`config.mk`:
```
export PLATFORM = sky130hd
export DESIGN_NAME = tl_master
export DESIGN_NICKNAME = d
export VERILOG_FILES = /design/src/rtl/tl_master.sv
export SDC_FILE = /design/constraint.sdc
export NUM_CORES = 1
export LEC_CHECK = 0
export ABC_AREA = 1
export BUFFER_PORTS_ARGS = -buffer_cell sky130_fd_sc_hd__buf_4
export CAP_MARGIN = 20
export CORE_MARGIN = 5
export CORE_UTILIZATION = 30
export DETAILED_ROUTE_END_ITERATION = 10
export PLACE_DENSITY = 0.64
export SYNTH_ARGS = -nofsm -noshare
export SYNTH_HDL_FRONTEND = slang
export SYNTH_SLANG_ARGS = --single-unit
```
`constraint.sdc`:
```
create_clock -name clk -period 1.76 [get_ports clk]
set_input_delay 0.352 -clock clk [delete_from_list [all_inputs] [get_ports clk]]
set_output_delay 0.352 -clock clk [all_outputs]
set_load 0.01 [all_outputs]
```
`src/rtl/tl_master.sv`:
```
// rtl/tl_master.sv - single-outstanding TileLink-style master bridging a CPU request port to A/D channel bundles
// Optional feature: define TL_MASTER_TIMEOUT_EN to abandon a response wait after TIMEOUT_CYCLES.
module tl_master #(
  parameter int a_channel_size = 55,
  parameter int d_channel_size = 47,
  parameter int TIMEOUT_CYCLES = 64
) (
  input  logic                      clk,
  input  logic                      reset,
  input  logic                      req_valid,
  output logic                      req_ready,
  input  logic                      req_we,
  input  logic [9:0]                req_addr,
  input  logic [31:0]               req_wdata,
  output logic                      resp_valid,
  output logic [31:0]               resp_rdata,
  output logic                      resp_err,
  output logic [a_channel_size-1:0] a_channel,
  output logic                      a_valid,
  input  logic [d_channel_size-1:0] d_channel
);

  typedef enum logic [1:0] {
    IDLE     = 2'd0,
    REQ      = 2'd1,
    WAIT_RSP = 2'd2,
    WAIT_CLR = 2'd3
  } state_t;

  localparam logic [2:0] OP_GET      = 3'd4;
  localparam logic [2:0] OP_PUT_FULL = 3'd0;
  localparam logic [2:0] OP_ACK      = 3'd0;
  localparam logic [2:0] OP_ACK_DATA = 3'd1;
  localparam logic [2:0] SIZE_WORD   = 3'd5;

  state_t      r_state;
  logic        r_req_ready;
  logic        r_is_get;
  logic [2:0]  r_a_op;
  logic [2:0]  r_a_size;
  logic [9:0]  r_a_addr;
  logic [31:0] r_a_data;
  logic        r_a_valid;
  logic        r_a_rdy;
  logic        r_resp_valid;
  logic [31:0] r_resp_rdata;
  logic        r_resp_err;
  logic        r_d_sync1;
  logic        r_d_sync2;

  logic        w_d_vs;
  logic [2:0]  w_d_op;
  logic        w_d_err;
  logic [31:0] w_d_data;
  logic [2:0]  w_exp_op;
  logic [54:0] w_a_bundle;
  logic        w_unused_d;

`ifdef TL_MASTER_TIMEOUT_EN
  localparam int TW = $clog2(TIMEOUT_CYCLES + 1);
  localparam logic [TW-1:0] TMO_LAST = TW'(TIMEOUT_CYCLES - 1);
  logic [TW-1:0] r_tmo_cnt;
`else
  localparam int unused_timeout_cycles = TIMEOUT_CYCLES;
`endif

  // D-channel decode; only the valid bit crosses the synchronizer, the rest is
  // trusted to be stable by the time the synchronized valid is seen.
  assign w_d_vs     = r_d_sync2;
  assign w_d_op     = d_channel[46:44];
  assign w_d_err    = d_channel[34];
  assign w_d_data   = d_channel[33:2];
  assign w_unused_d = ^d_channel;
  assign w_exp_op   = r_is_get ? OP_ACK_DATA : OP_ACK;

  // A-channel bundle: opcode, param, size, source, address, data, valid, ready
  assign w_a_bundle = {r_a_op, 3'd0, r_a_size, 2'd0, r_a_addr, r_a_data, r_a_valid, r_a_rdy};
  assign a_channel  = a_channel_size'(w_a_bundle);
  assign a_valid    = r_a_valid;
  assign req_ready  = r_req_ready;
  assign resp_valid = r_resp_valid;
  assign resp_rdata = r_resp_rdata;
  assign resp_err   = r_resp_err;

  // Two-flop synchronizer for the responder's valid strobe
  always_ff @(posedge clk or negedge reset) begin
    if (!reset) begin
      r_d_sync1 <= 1'b0;
      r_d_sync2 <= 1'b0;
    end else begin
      r_d_sync1 <= d_channel[1];
      r_d_sync2 <= r_d_sync1;
    end
  end

  // Transaction FSM with all outputs registered
  always_ff @(posedge clk or negedge reset) begin
    if (!reset) begin
      r_state      <= IDLE;
      r_req_ready  <= 1'b1;
      r_is_get     <= 1'b0;
      r_a_op       <= 3'd0;
      r_a_size     <= 3'd0;
      r_a_addr     <= 10'd0;
      r_a_data     <= 32'd0;
      r_a_valid    <= 1'b0;
      r_a_rdy      <= 1'b0;
      r_resp_valid <= 1'b0;
      r_resp_rdata <= 32'd0;
      r_resp_err   <= 1'b0;
`ifdef TL_MASTER_TIMEOUT_EN
      r_tmo_cnt    <= '0;
`endif
    end else begin
      r_resp_valid <= 1'b0;
      r_a_rdy      <= 1'b1;
      case (r_state)
        IDLE: begin
          if (req_valid) begin
            r_a_op      <= req_we ? OP_PUT_FULL : OP_GET;
            r_a_size    <= SIZE_WORD;
            r_a_addr    <= req_addr;
            r_a_data    <= req_we ? req_wdata : 32'd0;
            r_is_get    <= ~req_we;
            r_a_valid   <= 1'b1;
            r_req_ready <= 1'b0;
            r_state     <= REQ;
          end
        end
        REQ: begin
`ifdef TL_MASTER_TIMEOUT_EN
          r_tmo_cnt <= '0;
`endif
          r_state <= WAIT_RSP;
        end
        WAIT_RSP: begin
          if (w_d_vs) begin
            r_resp_valid <= 1'b1;
            r_resp_rdata <= r_is_get ? w_d_data : 32'd0;
            r_resp_err   <= w_d_err | (w_d_op != w_exp_op);
            r_a_valid    <= 1'b0;
            r_state      <= WAIT_CLR;
          end
`ifdef TL_MASTER_TIMEOUT_EN
          else if (r_tmo_cnt == TMO_LAST) begin
            r_resp_valid <= 1'b1;
            r_resp_rdata <= 32'd0;
            r_resp_err   <= 1'b1;
            r_a_valid    <= 1'b0;
            r_state      <= WAIT_CLR;
          end else begin
            r_tmo_cnt <= r_tmo_cnt + 1'b1;
          end
`endif
        end
        WAIT_CLR: begin
          // Hold off new requests until the old response is fully withdrawn
          if (!w_d_vs) begin
            r_req_ready <= 1'b1;
            r_state     <= IDLE;
          end
        end
        default: begin
          r_req_ready <= 1'b1;
          r_a_valid   <= 1'b0;
          r_state     <= IDLE;
        end
      endcase
    end
  end

endmodule

```
Yosys cells after proc, flatten, opt, wreduce, memory -nomap -nowiden
Cells that the tools add are included.
- flip-flop bits (word level): 88
- reductions and logical operators: 8
- multiplexer cells: 16
- equal/unequal tests: 7
- bitwise logic cells: 2
- operators with widths (operator ; number):
    2-to-1 mux 32 bit ; 2
    AND reduction 3 bit ; 3
    case mux 2 bit (4 select lines) ; 1
    2-to-1 mux 1 bit ; 7
    2-to-1 mux 2 bit ; 3
    inequality test 2 bit (second input constant) ; 3
    equality test 2 bit (second input constant) ; 2
    case mux 1 bit (2 select lines) ; 2
    AND reduction 2 bit ; 2
    nonzero test 2 bit ; 2
    2-to-1 mux 3 bit ; 1
    inequality test 3 x 1 -> 1 bit ; 1
    equality test 2 x 1 -> 1 bit (second input constant) ; 1
    zero test 2 bit ; 1
    inverter 1 bit ; 1
    bitwise OR 1 bit ; 1

Logic depth before layout (Yosys ltp)
- depth in word-level cells: 3
- depth in mapped cells: 7
- gate-level depth less buffers: 7

Worst setup path before layout
Ideal clock, no wire load.
- path type: reg2reg
- from: reg r_state[0]
- to: reg r_resp_rdata[0] (netlist: resp_rdata[0])
- required time: 1633 ps
- data arrival time: 1142 ps
- path buffers: 2
- stages on the path, launching flop included: 8
- path slack: 492 ps
- cells stage by stage: dfrtp_1 inv_1 ha_1 nand2_1 buf_6 buf_6 nand2_1 o21ai_0
- cells in the longest elaborated chain, start to end: 2
- RTL lines (element ; line ; RTL):
    start: declaration ; 36 ; state_t r_state;
    start signal: assignment ; 99 ; r_state <= IDLE;
    start signal: assignment ; 127 ; r_state <= REQ;
    start signal: assignment ; 134 ; r_state <= WAIT_RSP;
    equality test 2 bit ; 117 ; case (r_state)
    AND reduction 2 bit (no source line) ; n/a ;
    end signal: assignment ; 139 ; r_resp_rdata <= r_is_get ? w_d_data : 32'd0;
    end: declaration ; 46 ; logic [31:0] r_resp_rdata;
Every way passes these cells.
A chain may end at the register's enable or synchronous reset.

Worst setup path in the final report
- from: reg r_state[0]
- to: reg r_a_size[0]
- cells in the longest elaborated chain, start to end: 2
- RTL lines (element ; line ; RTL):
    zero test 2 bit ; 117 ;
    AND reduction 2 bit (no source line) ; n/a ;
    end signal: assignment ; 103 ; r_a_size <= 3'd0;
    end signal: assignment ; 121 ; r_a_size <= SIZE_WORD;
    end: declaration ; 40 ; logic [2:0] r_a_size;
Every way passes these cells.

==> results by group <==
STA
  • Max Freq: 0.639 GHz
  • Slew Viols, Final: 0
  • Final setup viols: 0
  • Setup_tns: 0 ns
  • Final worst slack: just under 0.2 ns
  • Crit path time final: ~1.6 ns
  • RSZ-0062 raised after global routing: false
  • Fin. Hold Viols: 0
  • Clk_skew: between 0.005 and 0.006 ns
  • Final period util: approximately nine tenths

Clock network
  • Clock buffer depth: 2
  • Post-CTS Hold Buffers: 1
  • Root Buffer Master: clkbuf_16
  • CTS resizes: 0
  • Clock sink count: 85
  • Postcts setup bufs: 0
  • Clock transition at the registers of the reported paths: around 0.06 ns
  • Max H-tree Level: 3
  • CTS buffer count: 9
  • Clk_lat worst skew: about 0.33 ns
  • CTS tree: built

Routing
  • Vias post-DR: between 2000 and 3000
  • WL final: 8940 µm
  • Detail Route Antenna Nets: 0
  • # DRC: 0
  • 1st-pass router iterations: 4
  • Wire length per cell: ~13 µm
  • Iteration-0 DRC Markers: around 160
  • Via-per-instance ratio: 4.25

GRT
  • Grt met1 use: 16.0%
  • GRT met2 Usage: between 10% and 20%
  • Vias in the first global route: approximately 3000
  • Grt total ovfl: 0
  • Largest net degree at the start of global routing: 43
  • Aggregate global-route resource usage: about an eighth
  • Most Crowded Layer GR: met2
  • Initial antenna violation count: 0
  • First-pass GRT wire length: ~15000 µm
  • Met3 GRT Util: 5.11%

Yosys
  • YS warnings: 0
  • Cells after Synth: around 390
  • Synth top area cells: dfrtp_1 60%, nand2_1 22%, o21ai_0 3.1%
  • Cell Area, Synth: approximately 3500 µm²
  • Synthesized area per cell: 9.08 µm²
  • Compound-Gate Fraction of Synth Area: approximately 5.6%
  • Top-area cell type share of the netlist area: slightly below 60%
  • Synth area leader: dfrtp_1
  • Seq/Total Area, Yosys: roughly 60%
  • Post-Synth Simple-Gate Area: around a quarter
  • Post-synth cell types: 20
  • Multiplexer area fraction after synthesis: 0%
  • Main combinational cell family by area after synthesis: simple AND/OR/NAND/NOR gates
  • XOR/XNOR share of the synthesized area: 0%
  • Synthesized flop and latch total: 85
  • Adder-cell area share of the yosys netlist: roughly 1.4%

Floorplanning
  • Initial Util: between 30% and 40%
  • Die Ht: about 120 µm
  • Num ports: ~180
  • Row count: 39
  • Die width: approximately 120 µm
  • Area of the core: about 11000 µm²
  • Die area: between 10000 and 15000 µm²

Run status
  • Status: complete, no violations

Setup path
  • Largest stage delay, worst path: 0.35 ns
  • Crit path capture type: register
  • Arr. time, crit path: ~1.8 ns
  • Startpoint types: register
  • Slowest CP cell: dfrtp_1
  • CP Cell Sequence: inv_1, ha_1, nand2_4, inv_1, or2_2
  • CP Class: register to register
  • CP required: a little under 2 ns
  • Crit path top cell by count: inv_1
  • Crit Path Max Fanout: 14

Hold path
  • HP Class: input port to register

Final layout
  • Layout cells sized above 1: 36.5%
  • P&R area growth vs syn: 45.6%
  • Nets: around 650
  • ANT cells: 0

Placed design
  • Place WS: between 0.15 and 0.2 ns
  • Port bufs: between 150 and 200
  • Dpl hpwl: approximately 6700 µm
  • Gpl congestion: a little under 0.8

Job
  • Max-cap violations: 0

Power
  • Pleak: roughly 2.9 nW
  • Power Density: ~1700 nW/µm²
  • Max rail drop VDD: approximately 0.75 mV
==> synth_stat cells <==
| master | count |
|---|---|
| nand4_1 | 1 |
| a21oi_1 | 2 |
| o21ai_2 | 7 |
| o21ai_1 | 3 |
| o21ai_0 | 22 |
| conb_1 | 2 |
| nor2_1 | 2 |
| nor2_8 | 1 |
| inv_1 | 11 |
| ha_1 | 4 |
| nand2_4 | 1 |
| nand3_1 | 3 |
| dfstp_2 | 1 |
| clkbuf_1 | 2 |
| or2_2 | 4 |
| buf_4 | 13 |
| buf_2 | 8 |
| buf_6 | 8 |
| nand2_1 | 210 |
| dfrtp_1 | 84 |
==> critical path: cells and delay by family, from the launching register on <==
kind	cells	cell delay, ns
AND/OR/NAND/NOR	2	0.52
flip-flops	1	0.35
buffers and inverters	2	0.32
adder cells (fa/ha/maj)	1	0.25
==> where the power goes <==
| group | internal, W | total, W | switching, W |
|---|---|---|---|
| registers | 0.00280 | 0.00329 | 0.000491 |
| clock network | 0.00109 | 0.00182 | 0.000730 |
| logic | 0.00171 | 0.00351 | 0.00180 |
| total | 0.00561 | 0.00862 | 0.00302 |
==> cells in the final DEF, fill, tap and decap left out <==
| master | count |
|---|---|
| o21ai_0 | 22 |
| a21oi_1 | 2 |
| nand2_2 | 1 |
| nor2_1 | 2 |
| dlygate4sd3_1 | 1 |
| clkinv_2 | 3 |
| o21ai_1 | 3 |
| clkinvlp_4 | 1 |
| nand2_1 | 209 |
| dfstp_2 | 1 |
| conb_1 | 9 |
| o21ai_2 | 7 |
| nand3_1 | 3 |
| dfrtp_1 | 84 |
| clkbuf_16 | 9 |
| bufinv_16 | 1 |
| clkbuf_1 | 2 |
| nor2_8 | 1 |
| or2_2 | 4 |
| buf_4 | 171 |
| buf_12 | 3 |
| nand2_4 | 1 |
| nand4_1 | 1 |
| inv_1 | 11 |
| ha_1 | 4 |
==> metrics by stage <==
stage | instances | util [%] | total power [W] | hold WS [ns] | area, µm²
floorplan | 396 | - | 0.00510 | 0.0564 | 3560
global placement | 682 | 42.3 | 0.00679 | 0.259 | 4850
detailed placement | 682 | 42.3 | 0.00691 | 0.267 | 4850
CTS | 699 | 44.9 | 0.00879 | 0.116 | 5140
global route | 699 | 44.9 | 0.00933 | 0.115 | 5140
finish | 699 | 44.9 | 0.00862 | 0.129 | 5140
==> cell families after synthesis <==
kind of cell,count (synthesis)
flops,85
simple gates,222
fa+ha+maj,4
buf+inv,42
other cells,2
compound gates,34
==> routing by layer <==
metal	vias to the layer above	wire, µm
met1	1333	3730
met5	-	0
met3	9	1050
met4	0	127
met2	133	4030
li1	1495	-
==> final timing paths <==
kind | cells after the start | slack, ns | end | start
min reg2reg | 0 | 0.36 | r_d_sync2$_DFF_PN0_ | r_d_sync1$_DFF_PN0_
min in group asynchronous | 2 | 0.45 | r_a_rdy$_DFF_PN0_ | reset
max reg2reg | 5 | 0.20 | r_a_size[0]$_DFFE_PN0P_ | r_state[0]$_DFFE_PN0P_
min | 1 | 0.13 | r_d_sync1$_DFF_PN0_ | d_channel[1]
max | 5 | 0.20 | r_a_size[0]$_DFFE_PN0P_ | r_state[0]$_DFFE_PN0P_
max in group asynchronous | 3 | 0.70 | r_a_data[2]$_DFFE_PN0P_ | reset
==> cell type report <==
type | count | area, µm²
clock buffer | 11 | 233
clock inverter | 5 | 52.6
sequential | 85 | 2130
inverter | 11 | 41.3
tap | 143 | 179
timing repair buffer | 175 | 1350
fill | 1124 | 6320
multi-input combinational | 269 | 1160
==> sequential cells by signal (all words and copies together), names as in the netlist, 2 cells and up <==
signal	flops
r_state	2
r_a_data	32
r_a_addr	10
resp_rdata	32
Power figures use the tool's default switching activity.
